`src/rtl/ms_jk_pkg.sv`:
```
// Shared types for the master-slave JK counter: operating modes and per-bit JK codes.
package ms_jk_pkg;

  typedef enum logic [1:0] {
    JK_MODE  = 2'b00,
    CNT_UP   = 2'b01,
    CNT_DOWN = 2'b10,
    LOAD     = 2'b11
  } jk_mode_e;

  // Per-bit {J,K} codes.
  localparam logic [1:0] HOLD   = 2'b00;
  localparam logic [1:0] RESET  = 2'b01;
  localparam logic [1:0] SET    = 2'b10;
  localparam logic [1:0] TOGGLE = 2'b11;

endpackage

```
`src/rtl/ms_jk_next_state.sv`:
```
// Combinational next-state and wrap-pending logic for ms_jk_counter.
// Define MS_JK_SAT_EN to make up/down counting saturate instead of wrapping.
module ms_jk_next_state #(
  parameter int WIDTH = 8,
  parameter int MOD   = 2**WIDTH
) (
  input  ms_jk_pkg::jk_mode_e mode,
  input  logic [WIDTH-1:0]    q,
  input  logic [WIDTH-1:0]    j,
  input  logic [WIDTH-1:0]    k,
  input  logic [WIDTH-1:0]    load_val,
  output logic [WIDTH-1:0]    next_q,
  output logic                wrap_pend
);
  import ms_jk_pkg::*;

  // One extra bit so MOD itself is representable when MOD == 2**WIDTH.
  localparam logic [WIDTH:0] MOD_W = (WIDTH+1)'(MOD);
  localparam logic [WIDTH:0] MAX_W = MOD_W - 1'b1;

  logic [WIDTH:0] q_ext;
  logic [WIDTH:0] ld_ext;
  logic [WIDTH:0] q_inc;
  logic [WIDTH:0] q_dec;

  assign q_ext  = {1'b0, q};
  assign ld_ext = {1'b0, load_val};
  assign q_inc  = q_ext + 1'b1;
  assign q_dec  = q_ext - 1'b1;

  always_comb begin
    // NOTE: every output gets a default first so no path leaves it unassigned (no latch).
    next_q    = q;
    wrap_pend = 1'b0;
    case (mode)
      JK_MODE: begin
        for (int i = 0; i < WIDTH; i++) begin
          case ({j[i], k[i]})
            HOLD:    next_q[i] = q[i];
            RESET:   next_q[i] = 1'b0;
            SET:     next_q[i] = 1'b1;
            default: next_q[i] = ~q[i];
          endcase
        end
      end
      CNT_UP: begin
        if (q_ext >= MAX_W) begin
`ifdef MS_JK_SAT_EN
          next_q = MAX_W[WIDTH-1:0];
`else
          next_q    = '0;
          wrap_pend = 1'b1;
`endif
        end else begin
          next_q = q_inc[WIDTH-1:0];
        end
      end
      CNT_DOWN: begin
        if (q_ext == '0) begin
`ifdef MS_JK_SAT_EN
          next_q = '0;
`else
          next_q    = MAX_W[WIDTH-1:0];
          wrap_pend = 1'b1;
`endif
        end else if (q_ext >= MOD_W) begin
          next_q = MAX_W[WIDTH-1:0];
        end else begin
          next_q = q_dec[WIDTH-1:0];
        end
      end
      default: begin
        next_q = (ld_ext >= MOD_W) ? MAX_W[WIDTH-1:0] : load_val;
      end
    endcase
  end

endmodule

```
`src/rtl/ms_jk_counter.sv`:
```
// Master-slave JK register/counter: master captures on posedge, slave drives Q on negedge.
// Optional MS_JK_SAT_EN selects saturating up/down counting (wrap never asserts).
module ms_jk_counter #(
  parameter int WIDTH   = 8,
  parameter int MOD     = 2**WIDTH,
  parameter int RST_VAL = 0
) (
  input  logic             clk,
  input  logic             rst_n,
  input  logic             en,
  input  logic [1:0]       mode,
  input  logic [WIDTH-1:0] J,
  input  logic [WIDTH-1:0] K,
  input  logic [WIDTH-1:0] load_val,
  output logic [WIDTH-1:0] Q,
  output logic [WIDTH-1:0] Qn,
  output logic             tc,
  output logic             wrap
);
  import ms_jk_pkg::*;

  localparam logic [WIDTH-1:0] RST_Q = WIDTH'(RST_VAL);
  localparam logic [WIDTH:0]   MAX_W = (WIDTH+1)'(MOD) - 1'b1;

  jk_mode_e         mode_e;
  logic [WIDTH-1:0] next_q;
  logic             wrap_pend;
  logic [WIDTH-1:0] master;
  logic             master_wrap;

  assign mode_e = jk_mode_e'(mode);

  ms_jk_next_state #(
    .WIDTH (WIDTH),
    .MOD   (MOD)
  ) u_next (
    .mode      (mode_e),
    .q         (Q),
    .j         (J),
    .k         (K),
    .load_val  (load_val),
    .next_q    (next_q),
    .wrap_pend (wrap_pend)
  );

  // Master: edge-triggered capture, so input activity after posedge is ignored.
  always_ff @(posedge clk or negedge rst_n) begin
    if (!rst_n) begin
      // NOTE: sequential state uses non-blocking assignments so all flops update together.
      master      <= RST_Q;
      master_wrap <= 1'b0;
    end else if (en) begin
      master      <= next_q;
      master_wrap <= wrap_pend;
    end else begin
      master_wrap <= 1'b0;
    end
  end

  // Slave: reset also clears the master, so a pre-reset decision never reaches Q.
  always_ff @(negedge clk or negedge rst_n) begin
    if (!rst_n) begin
      Q    <= RST_Q;
      wrap <= 1'b0;
    end else begin
      Q    <= master;
      wrap <= master_wrap;
    end
  end

  assign Qn = ~Q;
  assign tc = ((mode_e == CNT_UP)   && ({1'b0, Q} == MAX_W)) ||
              ((mode_e == CNT_DOWN) && (Q == '0));

endmodule

```
`config.mk`:
```
export PLATFORM = sky130hd
export DESIGN_NAME = ms_jk_counter
export DESIGN_NICKNAME = d
export VERILOG_FILES = /design/src/rtl/ms_jk_pkg.sv /design/src/rtl/ms_jk_next_state.sv /design/src/rtl/ms_jk_counter.sv
export SDC_FILE = /design/constraint.sdc
export NUM_CORES = 1
export LEC_CHECK = 0
export CELL_PAD_IN_SITES_DETAIL_PLACEMENT = 1
export CELL_PAD_IN_SITES_GLOBAL_PLACEMENT = 1
export CORE_MARGIN = 2
export CORE_UTILIZATION = 25
export DETAILED_ROUTE_END_ITERATION = 6
export GPL_TIMING_DRIVEN = 0
export PLACE_DENSITY = 0.7
export SYNTH_ARGS = -nofsm -noshare
export SYNTH_HDL_FRONTEND = slang
export SYNTH_SLANG_ARGS = --single-unit
```
`constraint.sdc`:
```
create_clock -name clk -period 2.8 [get_ports clk]
set_input_delay 0.28 -clock clk [delete_from_list [all_inputs] [get_ports clk]]
set_output_delay 0.28 -clock clk [all_outputs]
set_load 0.05 [all_outputs]
```
==> results of run 1 <==
[layout by cell type (no fill, tap or decap), types with 2 or more instances in the layout]
cell / Yosys / routed
clkdlybuf4s50_1: 0 / 27
buf_4: 1 / 24
buf_6: 2 / 17
a21oi_1: 15 / 15
o21ai_0: 12 / 12
dfrtn_1: 9 / 9
dfrtp_1: 9 / 9
inv_1: 14 / 8
nor2_1: 7 / 7
a31oi_1: 7 / 7
clkbuf_1: 7 / 6
nand2_1: 6 / 6
nand3b_1: 6 / 6
ha_1: 7 / 6
clkbuf_8: 0 / 4
buf_8: 0 / 4
clkinvlp_4: 0 / 3
nand4_1: 3 / 3
nor3_1: 3 / 3
nand2b_1: 3 / 3
nand3_1: 3 / 3
inv_2: 0 / 2
and3_1: 2 / 2
o2111ai_1: 2 / 2
o211ai_1: 2 / 2
nor2b_1: 2 / 2
o22ai_1: 2 / 2
buf_2: 1 / 2
[cells by family after synthesis]
| group | Yosys count |
|---|---|
| and+or+nand+nor | 42 |
| buffers and inverters | 26 |
| adders and majority gates | 7 |
| xor gates and xnor gates | 1 |
| muxes | 2 |
| AOI/OAI and AO/OA | 53 |
| DFF | 18 |
[worst min-delay path by stage]
| stage | start | to | slack (ns) | cells after the start |
|---|---|---|---|---|
| 6_report | rst_n | master_wrap | 0.51 | 1 |
| 5_1_grt | en | master[1] | 0.53 | 2 |
| 4_1_cts | en | master[1] | 0.51 | 2 |
| 3_5_place_dp | master[1] | master[1] | 0.51 | 1 |
| 3_3_place_gp | master[1] | master[1] | 0.49 | 1 |
| 2_1_floorplan | rst_n | master[0] | -0.02 | 0 |
[power by group through the flow]
stage	clock network [mW]	logic, mW	registers (mW)
detailed placement	0	0.603	0.361
CTS	0.194	0.713	0.346
global route	0.209	0.860	0.349
finish	0.191	0.809	0.344
global placement	0	0.598	0.358
floorplan	0	0.319	0.426
[worst max-delay path: stages (launching register included)]
cell and delay, ns:
dfrtn_1 0.36, clkbuf_8 0.15, clkinvlp_4 0.08, ha_4 0.11, or4b_4 0.45, and4b_2 0.32
a41o_2 0.14, buf_8 0.15
[metrics by stage]
step	setup slack [ns]	hold slack (ns)	power (mW)	TNS, ns
after floorplan	-1.204	-0.01559	0.7456	-9.623
after global placement	-1.456	0.4854	0.9562	-9.990
after detailed placement	-1.454	0.5130	0.9646	-10.19
after CTS	-0.9144	0.5143	1.253	-5.682
after global routing	-0.9883	0.5330	1.418	-7.450
final	-0.9197	0.5090	1.344	-6.432
[timing repair]
| item | CTS | global route |
|---|---|---|
| setup endpoints to repair | 27 | 26 |
| buffers inserted | 16 | 12 |
| pin swaps | 5 | 2 |
| hold endpoints to repair | 0 | 0 |
| gates resized for setup | 110 | 25 |
| gates cloned | 0 | 0 |
[routing by layer]
layer | share of wire | track usage | vias to the layer above
li1 | - | - | 699
met1 | 0.42 | 0.2315 | 733
met2 | 0.50 | 0.3063 | 61
met3 | 0.061 | 0.03836 | 6
met4 | 0.013 | 0.01365 | 0
met5 | 0 | 0 | -
[cell type report]
type / count / area [sq um]
Fill cell: 587 / 2631
Multi-Input combinational cell: 105 / 733.2
Timing Repair Buffer: 73 / 693.2
Sequential cell: 18 / 450.4
Buffer: 12 / 113.9
Tap cell: 67 / 83.83
Inverter: 14 / 66.31
Clock buffer: 4 / 45.04
[synthesized netlist by cell type (6+ instances only)]
master and count:
a21oi_1 15, inv_1 14, o21ai_0 12, dfrtn_1 9, dfrtp_1 9, a31oi_1 7, clkbuf_1 7, ha_1 7
nor2_1 7, nand2_1 6, nand3b_1 6
[registers in the layout, indices dropped and copies added, names as in the netlist]
name,cells
Q,8
master,8
master_wrap,1
wrap,1
==> key figures, run 1 <==
Synthesis
  – Multiplexer share of the synthesized area: 0.01670
  – Syn avg cell area: 8.548 sq um
  – Yosys warnings: 0
  – Leading area contributor after synthesis: dfrtn_1
  – Adder-cell share of the synthesized area: 0.06876
  – Largest family of logic cells by synthesized area: compound AO/OA/AOI/OAI gates
  – Post-synth EDFFs: 0
  – Top_reg_cell synth: dfrtp_1
  – Xor and xnor area share after synthesis: 0.006876
  – Post-Syn Area: 1274 sq um
  – Seq/Total Area, Yosys: 0.3536
  – Share of the synthesized area in the top cell type: 0.1768
  – Cell variety after synth: 47
  – Synth Area in Compound Gates: 0.2662
  – Top cells by area, synth: dfrtn_1 18%, dfrtp_1 18%, ha_1 6.9%, a21oi_1 5.9%, o21ai_0 4.7%
  – Async SR Flop Fraction: 1.000
  – Simple-Gate Fraction of Synth Area: 0.1955
  – Number of synthesized register bits: 18
  – Synth Instances: 149
  – Mapped Nets: about 190

Timing
  – RSZ-0062 raised after global routing: true
  – Setup violators final: 15
  – Worst-Margin Slew: roughly 0.85 ns
  – Min setup slack post-route: -0.9197 ns
  – Final Skew: 0.01794 ns
  – Fin. Hold Viols: 0
  – Fin. max-slew vios: 0
  – Relative slew slack: 0.4315

Finish
  – Final net count: approximately 260
  – Share of cells above drive strength 1: 0.3097
  – Final std cells w/o fill: 293
  – Final design utilization: 0.4538
  – Fin area: roughly 2200 sq um
  – Ant diodes: 0
  – P&R area growth vs syn: 71.61%

Clock tree
  – CTS Hold Bufs: 0
  – Clk buf depth: 2
  – Worst-Skew Late Latency: 0.27 ns
  – CTS Buf Count: 3
  – CTS sink cnt: 18
  – CTS root buffer: clkbuf_8
  – CTS clock-pin slew for the worst setup and hold paths: about 0.070 ns
  – CTS tree: done
  – CTS H-tree depth: 1

Worst setup path
  – Crit path required time: ~2.5 ns
  – WS Path Type: register to output port
  – CP endpoint: tc
  – Startpoint Class: register
  – R2R Path Start: Q[1]
  – R2R depth: 9
  – Setup crit start: Q[1]
  – Setup crit end kind: output port
  – Crit-path max FO: 2
  – R2r setup slk: -0.75 ns
  – Reg2reg end: master[2]
  – Worst EP arrival: 3.44 ns

Die
  – CORE AREA: 4817 sq um
  – Die area: 5682 sq um
  – Die Y: between 70 and 80 um
  – Die width: ~75 um
  – IO Count: 47
  – Row count: 25
  – Initial Util: 0.2644

Placement
  – Dpl hpwl: 3311 um
  – Placed Cells incl. Taps: 261
  – Placement Cell Area: 1839 sq um
  – Port bufs: 45
  – Gpl congestion: 0.8177

Route
  – Overall routed net length: 4946 um
  – Vias/cell: between 5 and 6
  – Drt wl/cell: roughly 17 um
  – Drt first pass iters: 4
  – DRC: 0
  – Initial drt markers: just over 90
  – Vias: 1499
  – ANT nets after route: 0

Power
  – Cell Pwr Density: 614.7 nW/um^2
  – Internal power: 768.3 uW
  – Share of power burned in registers: 0.256
  – Leak: between 0.9 and 1 nW
  – Clk pwr share: 0.142
  – VDD IR max: 0.0002858 V
  – P_sw: about 580 uW
  – Sw Ratio: 0.4281
  – Comb power frac: 0.602

GRT
  – Number of global-route vias before repair: 1490
  – Gr usage total: 0.1750
  – Pin count of the biggest net entering global routing: 19
  – Initial antenna violation count: 0
  – Global-route wire length before repair: 7521 um
  – Total global routing overflow: 0

Outcome
  – Status: finished with violations
  – Failing checks: setup timing

Hold path
  – Hold WC Path Type: input port to asynchronous set/reset pin

Run
  – Max Cap Viol: 0
Note: power is estimated with default switching activity, not from simulation.
==> run 2: changes to the inputs <==
- ABC_CLOCK_PERIOD_IN_PS: unset -> 2800
- DONT_BUFFER_PORTS: unset -> 1
- PLACE_DENSITY: 0.7 -> 0.54
==> run 2 against run 1 <==
  * Register-to-register slack lost 0.70 ns
  * Critical path depth fell by 2
  * Hold slack worse by 0.27 ns
  * The run still ends with setup timing left
==> key figures, run 2 (synthesized netlist as in run 1, its figures left out) <==
Clock tree
  – Worst-Skew Late Latency: 0.27 ns (about the same)
  – CTS sink cnt: 18 (unchanged)
  – CTS tree: done
  – CTS H-tree depth: 1 (unchanged)
  – CTS Buf Count: 3 (unchanged)
  – CTS clock-pin slew for the worst setup and hold paths: 0.07 ns (about the same)
  – Clk buf depth: 2 (unchanged)
  – CTS root buffer: clkbuf_8

Timing
  – Relative slew slack: 0.5453 (+0.1138)
  – Min setup slack post-route: -1.613 ns (-0.6935 ns)
  – Fin. Hold Viols: 0 (unchanged)
  – Fin. max-slew vios: 0 (unchanged)
  – RSZ-0062 raised after global routing: true
  – Setup violators final: 18 (+3)
  – Final Skew: 0.02108 ns (+0.003137 ns)
  – Worst-Margin Slew: 0.6821 ns (-0.1680 ns)

Die
  – IO Count: 47 (unchanged)
  – Row count: 25 (unchanged)
  – Initial Util: 0.2644 (unchanged)
  – Die area: 5682 sq um (unchanged)
  – CORE AREA: 4817 sq um (unchanged)
  – Die width: 75.38 um (unchanged)
  – Die Y: 75.38 um (unchanged)

Finish
  – Commonest non-fill, non-tap cell in the layout: a21oi_1
  – Share of cells above drive strength 1: 0.2270 (-0.08274)
  – Regs by FF count: Q: 8 flops, master: 8 flops
  – Final std cells w/o fill: 230 (-22%)
  – Fin area: 1620 sq um (-26%)
  – Ant diodes: 0 (unchanged)
  – Final net count: 200 (-24%)
  – Most frequent cells in the layout: 13 x a21oi_1, 12 x o21ai_0, 9 x dfrtn_1, 9 x dfrtp_1, 8 x inv_1
  – P&R area growth vs syn: 27.21%

Worst setup path
  – Crit-path max FO: 7 (+5)
  – WS Path Type: register to output port
  – Crit path required time: 2.52 ns (about the same)
  – Startpoint Class: register
  – Worst EP arrival: 4.13 ns (+0.69 ns)
  – Setup crit end kind: output port

GRT
  – Total global routing overflow: 0 (unchanged)
  – Pin count of the biggest net entering global routing: 11 (-8)
  – Number of global-route vias before repair: 1323 (-11%)
  – Global-route wire length before repair: 7072 um (-6.0%)
  – Gr usage total: 0.1695 (-0.005547)
  – Initial antenna violation count: 0 (unchanged)

Outcome
  – Status: finished with violations
  – Failing checks: setup timing

Route
  – Overall routed net length: 4720 um (-4.6%)
  – Initial drt markers: 32 (-65%)
  – Drt first pass iters: 4 (unchanged)
  – Vias: 1225 (-18%)
  – DRC: 0 (unchanged)
  – Vias/cell: 5.326 (+4.1%)
  – ANT nets after route: 0 (unchanged)
  – Drt wl/cell: 20.52 um (+22%)

Placement
  – Placement Cell Area: 1389 sq um (-24%)
  – Port bufs: 0 (-100%)
  – Pre-CTS WS: -1.461 ns (-0.006980 ns)
  – Dpl hpwl: 3261 um (-1.5%)
  – Placed Cells incl. Taps: 216 (-17%)
  – Gpl congestion: 0.7796 (-4.7%)

Run
  – Max Cap Viol: 0 (unchanged)

Power
  – VDD IR max: 0.0003611 V (+26%)
  – Cell Pwr Density: 677.3 nW/um^2 (+10%)
  – Leak: 0.6133 nW (-34%)

Hold path
  – Hold WC Path Type: input port to register
[run 2: cell types whose count changed in the layout (fill, tap and decap cells not counted), sizes merged]
cell / previous run / this run
clkdlybuf4s50: 27 / 0
inv: 11 / 8
buf: 47 / 15
dlygate4sd3: 0 / 1
clkdlybuf4s18: 1 / 0
clkbuf: 12 / 10
dlygate4sd2: 1 / 0
clkinvlp: 3 / 6
clkdlybuf4s15: 1 / 0
[run 2: power by group]
part	internal, mW	switching, mW	total (mW)
Clock	0.101	0.0873	0.188
Sequential	0.306	0.133	0.439
Combinational	0.163	0.307	0.470
[run 2: cell type report]
type / instances / area [sq um]
Timing Repair Buffer: 10 / 77.57
Sequential cell: 18 / 450.4
Fill cell: 571 / 3197
Clock buffer: 4 / 45.04
Buffer: 12 / 97.59
Tap cell: 67 / 83.83
Multi-Input combinational cell: 105 / 790.8
Inverter: 14 / 75.07
[run 2: final timing paths]
check | to | startpoint | cells after the start | slack, ns
max reg2reg | master[2] | Q[0] | 8 | -1.45
max in group asynchronous | wrap | rst_n | 0 | 1.71
max | tc | Q[0] | 5 | -1.61
min reg2reg | master[1] | master[1] | 1 | 0.52
min in group asynchronous | master[3] | rst_n | 1 | 0.45
min | master[2] | load_val[2] | 2 | 0.24
[run 2: critical path, stage by stage, from the launching register on]
cell,delay (ns)
dfrtn_1,0.84
clkinvlp_4,0.55
ha_4,0.29
or4b_4,0.20
and4b_2,0.25
a41o_4,0.32
[run 2: timing repair]
| item | in CTS | in global routing |
|---|---|---|
| pin swaps | 4 | 9 |
| hold buffers | 1 | 0 |
| hold endpoints to repair | 9 | 0 |
| setup endpoints to repair | 20 | 21 |
| buffers inserted | 7 | 2 |
| resized for setup | 16 | 8 |
[run 2: routing by layer]
metal | part of all wire | GRT usage | up-vias
met5 | 0 | 0 | -
met4 | 0.0064 | 0.03509 | 0
met3 | 0.048 | 0.03571 | 4
met2 | 0.51 | 0.2995 | 41
met1 | 0.43 | 0.2131 | 606
li1 | - | - | 574
[run 2: per-stage QoR]
step,setup TNS (ns),util,hold slack (ns),power [mW]
after detailed placement,-13.12,0.2883,-0.01507,0.8316
after CTS,-15.74,0.3242,0.2352,1.086
after floorplan,-9.623,-,-0.01559,0.7456
final,-16.21,0.3364,0.2418,1.097
after global placement,-12.92,0.2883,-0.01506,0.8256
after global routing,-17.53,0.3364,0.2746,1.165
==> run 3: changes to the inputs <==
- SLEW_MARGIN: unset -> 20
==> results of run 3 <==
Same layout as run 2: the final DEF is identical, and so are final timing and power.
